==> src/rtl/dmem_arbiter.sv <==
// Data-memory sequencer: arbitrates the single DATAMEM port between the MEM-stage
// load/store and the external loader, holding each access for MEM_LAT cycles.
module dmem_arbiter #(
    parameter int MEM_LAT    = 2,
    parameter int STARVE_MAX = 4
) (
    input  logic                                  clk,
    input  logic                                  rst_n,
    input  logic                                  PipeMemRead,
    input  logic                                  PipeMemWrite,
    input  logic [31:0]                           PipeAddr,
    input  logic [31:0]                           PipeWdata,
    output logic [31:0]                           PipeRdata,
    output logic                                  PipeStall,
    input  logic                                  LdReq,
    input  logic                                  LdWe,
    input  logic [31:0]                           LdAddr,
    input  logic [31:0]                           LdWdata,
    output logic                                  LdGnt,
    output logic                                  LdValid,
    output logic [31:0]                           LdRdata,
    output logic                                  MemRead,
    output logic                                  MemWrite,
    output logic [31:0]                           MemAddr,
    output logic [31:0]                           MemWdata,
    input  logic [31:0]                           MemRdata,
    output logic [1:0]                            dbg_state,
    output logic                                  dbg_owner,
    output logic [$clog2(STARVE_MAX+1)-1:0]       dbg_starve_cnt
);

    // Handshake: the loader raises LdReq with stable LdWe/LdAddr/LdWdata and keeps them
    // until the cycle LdGnt is high (request consumed at that edge); LdValid pulses once
    // when the granted access completes. The pipeline is held by PipeStall instead.

    localparam int CW = $clog2(MEM_LAT + 1);
    localparam int SW = $clog2(STARVE_MAX + 1);

    typedef enum logic [1:0] {
        IDLE = 2'd0,
        BUSY = 2'd1,
        DONE = 2'd2
    } state_t;

    typedef enum logic {
        OWN_PIPE = 1'b0,
        OWN_LD   = 1'b1
    } owner_t;

    state_t          state, state_d;
    owner_t          owner, owner_d;
    logic [CW-1:0]   cnt, cnt_d;
    logic [SW-1:0]   starve_cnt, starve_d;
    logic            mem_read_d, mem_write_d;
    logic [31:0]     mem_addr_d, mem_wdata_d;
    logic [31:0]     pipe_rdata_d, ld_rdata_d;
    logic            pipe_req;
    logic            grant_ld;

    assign pipe_req = PipeMemRead | PipeMemWrite;

    always_ff @(posedge clk or negedge rst_n) begin
        if (!rst_n) begin
            state      <= IDLE;
            owner      <= OWN_PIPE;
            cnt        <= '0;
            starve_cnt <= '0;
            MemRead    <= 1'b0;
            MemWrite   <= 1'b0;
            MemAddr    <= '0;
            MemWdata   <= '0;
            PipeRdata  <= '0;
            LdRdata    <= '0;
        end else begin
            state      <= state_d;
            owner      <= owner_d;
            cnt        <= cnt_d;
            starve_cnt <= starve_d;
            MemRead    <= mem_read_d;
            MemWrite   <= mem_write_d;
            MemAddr    <= mem_addr_d;
            MemWdata   <= mem_wdata_d;
            PipeRdata  <= pipe_rdata_d;
            LdRdata    <= ld_rdata_d;
        end
    end

    always_comb begin
        state_d      = state;
        owner_d      = owner;
        cnt_d        = cnt;
        starve_d     = starve_cnt;
        mem_read_d   = MemRead;
        mem_write_d  = MemWrite;
        mem_addr_d   = MemAddr;
        mem_wdata_d  = MemWdata;
        pipe_rdata_d = PipeRdata;
        ld_rdata_d   = LdRdata;
        grant_ld     = 1'b0;

        case (state)
            IDLE: begin
                // Pipeline has priority unless idle or it has starved the loader.
                grant_ld = LdReq & (~pipe_req | (starve_cnt == SW'(STARVE_MAX)));
                if (grant_ld) begin
                    owner_d     = OWN_LD;
                    mem_read_d  = ~LdWe;
                    mem_write_d = LdWe;
                    mem_addr_d  = LdAddr;
                    mem_wdata_d = LdWdata;
                    starve_d    = '0;
                    cnt_d       = '0;
                    state_d     = BUSY;
                end else if (pipe_req) begin
                    owner_d     = OWN_PIPE;
                    mem_read_d  = ~PipeMemWrite;
                    mem_write_d = PipeMemWrite;
                    mem_addr_d  = PipeAddr;
                    mem_wdata_d = PipeWdata;
                    cnt_d       = '0;
                    state_d     = BUSY;
                    if (!LdReq)
                        starve_d = '0;
                    else if (starve_cnt != SW'(STARVE_MAX))
                        starve_d = starve_cnt + SW'(1);
                end
            end
            BUSY: begin
                cnt_d = cnt + CW'(1);
                if (cnt == CW'(MEM_LAT - 1)) begin
                    if (MemRead) begin
                        if (owner == OWN_LD)
                            ld_rdata_d = MemRdata;
                        else
                            pipe_rdata_d = MemRdata;
                    end
                    mem_read_d  = 1'b0;
                    mem_write_d = 1'b0;
                    state_d     = DONE;
                end
            end
            DONE: begin
                state_d = IDLE;
            end
            default: begin
                state_d = IDLE;
            end
        endcase
    end

    // Gated by rst_n so nothing combinational leaks out while reset is asserted.
    assign LdGnt     = rst_n & grant_ld;
    assign PipeStall = rst_n & pipe_req & ((state != DONE) | (owner != OWN_PIPE));
    assign LdValid   = (state == DONE) & (owner == OWN_LD);

    assign dbg_state      = state;
    assign dbg_owner      = owner;
    assign dbg_starve_cnt = starve_cnt;

endmodule

==> config.mk <==
export PLATFORM = sky130hd
export DESIGN_NAME = dmem_arbiter
export DESIGN_NICKNAME = d
export VERILOG_FILES = /design/src/rtl/dmem_arbiter.sv
export SDC_FILE = /design/constraint.sdc
export NUM_CORES = 1
export LEC_CHECK = 0
export BUFFER_PORTS_ARGS = -buffer_cell sky130_fd_sc_hd__buf_4
export CAP_MARGIN = 20
export CORE_ASPECT_RATIO = 1.5
export CORE_UTILIZATION = 42
export CTS_CLUSTER_SIZE = 20
export DETAILED_ROUTE_END_ITERATION = 16
export PLACE_DENSITY = 0.81
export SYNTH_ARGS = -nofsm -noshare
export SYNTH_HDL_FRONTEND = slang
export SYNTH_SLANG_ARGS = --single-unit
==> constraint.sdc <==
create_clock -name clk -period 1.81 [get_ports clk]
set_clock_uncertainty 0.05 [all_clocks]
set_input_delay 0.181 -clock clk [delete_from_list [all_inputs] [get_ports clk]]
set_output_delay 0.181 -clock clk [all_outputs]
set_load 0.05 [all_outputs]
==> results of run 1 <==
layout make-up:
class	instances	area share
Sequential cell	138	0.318
Tap cell	199	0.0229
Clock inverter	15	0.0162
Multi-Input combinational cell	363	0.248
Inverter	5	0.00173
Timing Repair Buffer	451	0.354
Clock buffer	17	0.0391
flip-flops by register name, indices dropped and copies added, names as in the netlist:
register        count
dbg_state           2
dbg_owner           1
MemAddr            32
LdRdata            32
MemWdata           32
MemRead             1
cnt                 2
dbg_starve_cnt      3
MemWrite            1
PipeRdata          32
final timing paths:
kind                                              to
min in group asynchronous   dbg_state[1]$_DFFE_PN0P_
setup reg to reg           PipeRdata[19]$_DFFE_PN0P_
setup / recovery                               LdGnt
hold / removal               MemAddr[22]$_DFFE_PN0P_
max in group asynchronous   dbg_state[0]$_DFFE_PN0P_
hold reg to reg             PipeRdata[6]$_DFFE_PN0P_
cells in the mapped netlist (4+ instances only):
master,n,area [um2]
a21oi_1,64,320
a31oi_1,65,407
buf_2,15,75.1
buf_4,5,37.5
buf_6,12,135
clkbuf_1,24,90.1
dfrtp_1,138,3450
inv_1,4,15.0
mux2_2,15,169
mux2_4,50,751
nand3_1,65,325
o21ai_0,70,350
kinds of logic after synthesis:
logic type | after synthesis | share of synthesized area
AOI/OAI and AO/OA | 208 | 0.180
adders and majority gates | 3 | 0.00584
buffers and inverters | 61 | 0.0555
DFF | 138 | 0.537
muxes | 65 | 0.143
and+or+nand+nor | 87 | 0.0783
routing by layer:
layer	global-route usage	vias up	part of all wire
li1	-	2925	-
met1	0.347	3239	0.35
met2	0.528	462	0.51
met3	0.107	118	0.095
met4	0.165	0	0.048
met5	0	-	0
repair_timing:
item | CTS | global route
setup buffers | 4 | 2
endpoints found under the setup margin | 4 | 16
endpoints found under the hold margin | 196 | 0
pin swaps | 4 | 4
gates cloned | 0 | 2
gates resized for setup | 7 | 6
hold buffers | 117 | 0
critical path: stages (launching register included):
cell,delay [ns]
dfrtp_2,0.40
inv_2,0.08
ha_4,0.15
a2bb2oi_4,0.06
nor2_4,0.11
and3_4,0.19
buf_8,0.14
power groups by stage:
| stage | logic [uW] | registers (uW) | clock network [uW] |
|---|---|---|---|
| 2_1_floorplan | 3290 | 10800 | 0 |
| 3_3_place_gp | 12400 | 5600 | 0 |
| 3_5_place_dp | 12600 | 5690 | 0 |
| 4_1_cts | 13000 | 5670 | 3580 |
| 5_1_grt | 13900 | 5940 | 3740 |
| 6_report | 13300 | 5790 | 3540 |
stage by stage:
step           setup TNS, ns  hold slack [ns]  setup slack, ns  utilization
5_1_grt              -0.0506          0.00676          -0.0506        0.725
2_1_floorplan        -0.0109           -0.165          -0.0109            -
3_3_place_gp               0          0.00227           0.0788        0.596
6_report                   0          0.00865           0.0335        0.725
3_5_place_dp        -0.00568          0.00379         -0.00568        0.596
4_1_cts              -0.0241         0.000282          -0.0241        0.718
==> reports/results.ini, run 1 <==
[outcome]
outcome=finished, final reports clean

[power_and_ir_drop]
vdd_drop_max_mv=0.958
pwr_density_cell_mw_per_mm2=2080
power_leakage_uw=0.00500
comb_power_share=0.588
power.switching_uw=11400
switching_share=0.505
p_seq_frac=0.256
p_int_uw=11200
clkPwrFrac=0.156
total_power_uw=22700

[sta]
clock.fmax_mhz=563
setup_viol=0
hold_viol_final=0
tightest_slew_ns=0.736
min_period_ns=1.78
min_period_over_period=0.981
maxSlewViolCount=0
relSlewSlack=0.509
rsz0062_at_grt=true

[die]
start_util=0.428
die-height_um=153
die_x_um=103
design.die.area_mm2=0.0158
coreArea_mm2=0.0150
rows=55
design.portCount=305

[clock_tree]
cts_buffer_depth=2
cts_tree=yes
worstSkewPairLatency_ns=0.41
cts_root_buf=clkbuf_16
cts_buffers=17
h-tree-depth=4
clock_sinks=138
clkTransAtPathRegs_ns=0.06

[min_path]
min_path_type=in2reg
hp-start=LdAddr[22]
hold_path_depth=3

[finish]
stdcell_area_mm2=0.0109
drive_gt1_frac=0.459
multi_input_area_mm2=0.00270
insertedDiodeCount=0
layout.nets=1145
mostFrequentLayoutCells=buf_4, dfrtp_1, dlygate4sd3_1, o21ai_0
fillers=967
final_common_cell=buf_4
regArea_mm2=0.00346
syn_to_final_growth_pct=69.2
stdcell_count=1188

[critical_path]
worstPathMaxFanout=2
startpoint_type=flip-flop
critPathArrivalTime_ns=1.55
endpoint_kind=output pin
r2r_cells=7
path_class=reg2out
reg2reg_slack_ns=0.05
crit_start=dbg_starve_cnt[0]$_DFFE_PN0P_
r2r_start=cnt[1]$_DFFE_PN0P_
crit_required_ns=1.58

[job]
max_cap_viol_count=0

[synth]
syn_area_mm2=0.00643
yosysSeqAreaShare=0.537
syn_nets=731
syn_inst=562
synth.distinct_cells=38
synth_edf_count=0
synthArstFlopShare=1.00
synth_flop_cell=dfrtp_1
ys_warn_count=0
syn_area_per_cell_um2=11.4
yosys_register_bits=138

[route]
routed_wl_mm=25.3
drc=0
viasPerCell=5.68
drtAntennaViolNets=0
vias=6744
drt_iter0_drc=472
avgRoutedWirePerCell_um=21.3
first_pass_iters=5

[place]
dpl.hpwl_mm=14.4
gp_congestion=0.777
port-buffer-count=304
dp_cells=1031
dpl_cell_area_mm2=0.00894

[global_routing]
grt_pass1_vias=7036
grt.total_usage=0.315
grt_pass1_wl_mm=38.0
antenna_found_initial=0
grt_max_degree=59
overflow=0

(Power assumes the default switching activity.)
==> run 2: changes to the inputs <==
- RECOVER_POWER: default -> 25
==> reports/results.ini, run 2 (synthesis results as in run 1) <==
[outcome]
outcome=finished, final reports clean

[sta]
setup_viol=0  ; unchanged
min_period_ns=1.78  ; +0.00713 ns
min_period_over_period=0.985  ; +0.00394
layout_setup_ws_ns=0.0264  ; -0.00713 ns
tightest_slew_ns=1.15  ; +0.419 ns
clock.fmax_mhz=561  ; -0.40%
hold_viol_final=0  ; unchanged
rsz0062_at_grt=true
maxSlewViolCount=0  ; unchanged
relSlewSlack=0.229  ; -0.280
tns_ns=0  ; unchanged

[critical_path]
path_class=reg2out
critPathArrivalTime_ns=1.55  ; about the same
crit_start=dbg_starve_cnt[0]$_DFFE_PN0P_
r2r_start=cnt[1]$_DFFE_PN0P_
startpoint_type=flip-flop
endpoint_kind=output pin
crit_required_ns=1.58  ; about the same
worstPathMaxFanout=2  ; unchanged

[finish]
insertedDiodeCount=0  ; unchanged
drive_gt1_frac=0.458  ; -0.00101
fillers=968  ; +0.10%
mostFrequentLayoutCells=buf_4, dfrtp_1, dlygate4sd3_1, o21ai_0
syn_to_final_growth_pct=69.1  ; about the same
layout.nets=1145  ; unchanged
final_common_cell=buf_4

[clock_tree]
clock_sinks=138  ; unchanged
cts_root_buf=clkbuf_16
clkTransAtPathRegs_ns=0.06  ; about the same
h-tree-depth=4  ; unchanged
cts_buffer_depth=2  ; unchanged
worstSkewPairLatency_ns=0.41  ; about the same
cts_tree=yes
cts_buffers=17  ; unchanged

[route]
first_pass_iters=8  ; +3
drtAntennaViolNets=0  ; unchanged
vias=6729  ; -0.22%
avgRoutedWirePerCell_um=21.2  ; -0.17%
drc=0  ; unchanged
routed_wl_mm=25.2  ; -0.17%
drt_iter0_drc=472  ; unchanged
viasPerCell=5.66  ; -0.22%

[job]
max_cap_viol_count=0  ; unchanged

[power_and_ir_drop]
power_leakage_uw=0.00500  ; about the same
pwr_density_cell_mw_per_mm2=2080  ; about the same
vdd_drop_max_mv=0.959  ; about the same

[die]
start_util=0.428  ; unchanged
die-height_um=153  ; unchanged
coreArea_mm2=0.0150  ; unchanged
design.die.area_mm2=0.0158  ; unchanged
design.portCount=305  ; unchanged
rows=55  ; unchanged
die_x_um=103  ; unchanged

[global_routing]
overflow=0  ; unchanged
grt_max_degree=59  ; unchanged
antenna_found_initial=0  ; unchanged
grt_pass1_vias=7036  ; unchanged
grt_pass1_wl_mm=38.0  ; unchanged
grt.total_usage=0.315  ; unchanged

[min_path]
hp-start=LdAddr[22]
min_path_type=in2reg

[place]
post-place-ws_ns=-0.00568  ; unchanged
gp_congestion=0.777  ; unchanged
dpl.hpwl_mm=14.4  ; unchanged
port-buffer-count=304  ; unchanged

run 2: changes by cell type in the layout (fill, tap and decap cells not counted):
cell / delta
clkbuf_4: +1
buf_12: -1
buf_4: -1
dlymetal6s2s_1: +1
run 2: area by class of cell:
type,instances,area [um2],share of cell area
clock buffers,17,425,0.0391
clock inverters,15,176,0.0162
multi-input cells,363,2700,0.248
flip-flops and latches,138,3460,0.318
well taps,199,249,0.0229
repair buffers,451,3840,0.354
inverters,5,18.8,0.00173
run 2: final timing paths:
kind,to,slack (ns),cells past startpoint
setup reg to reg,PipeRdata[19]$_DFFE_PN0P_,0.05,7
max in group asynchronous,MemWdata[27]$_DFFE_PN0P_,0.16,4
hold / removal,MemAddr[22]$_DFFE_PN0P_,0.008,3
setup / recovery,LdGnt,0.03,6
hold reg to reg,PipeRdata[6]$_DFFE_PN0P_,0.46,1
min in group asynchronous,LdRdata[19]$_DFFE_PN0P_,0.54,3
run 2: report_power, final:
group / leakage [uW] / internal, uW / total, uW / switching [uW]
clock network: 0.000298 / 1980 / 3530 / 1560
logic: 0.00311 / 4570 / 13300 / 8750
registers: 0.00160 / 4660 / 5790 / 1130
total: 0.00500 / 11200 / 22600 / 11400
run 2: routing by layer:
metal	vias to the layer above	GRT usage	routed length, um
li1	2926	-	-
met2	455	0.528	12800
met4	0	0.165	1180
met1	3243	0.347	8910
met5	-	0	0
met3	105	0.107	2340
run 2: repair_timing:
| item | in CTS | in global routing |
|---|---|---|
| setup buffers | 4 | 2 |
| gates resized for setup | 7 | 6 |
| hold endpoints to repair | 196 | 0 |
| pin swaps | 4 | 4 |
| hold buffers | 117 | 0 |
| setup endpoints to repair | 4 | 16 |
| gates cloned | 0 | 2 |
run 2: per-stage QoR:
| step | total power (uW) | hold slack [ns] | util | cells | area (um2) |
|---|---|---|---|---|---|
| final | 22600 | 0.00812 | 0.724 | 1188 | 10900 |
| after global routing | 23600 | 0.00676 | 0.724 | 1188 | 10900 |
| after CTS | 22200 | 0.000282 | 0.718 | 1184 | 10800 |
| after detailed placement | 18300 | 0.00379 | 0.596 | 1031 | 8940 |
| after global placement | 18000 | 0.00227 | 0.596 | 1031 | 8940 |
| after floorplan | 14100 | -0.165 | - | 562 | 6430 |
run 2: critical path: stages (launching register included):
cell and delay (ns):
dfrtp_2 0.40, inv_2 0.08, ha_4 0.15, a2bb2oi_4 0.06
nor2_4 0.11, and3_4 0.19, buf_8 0.14
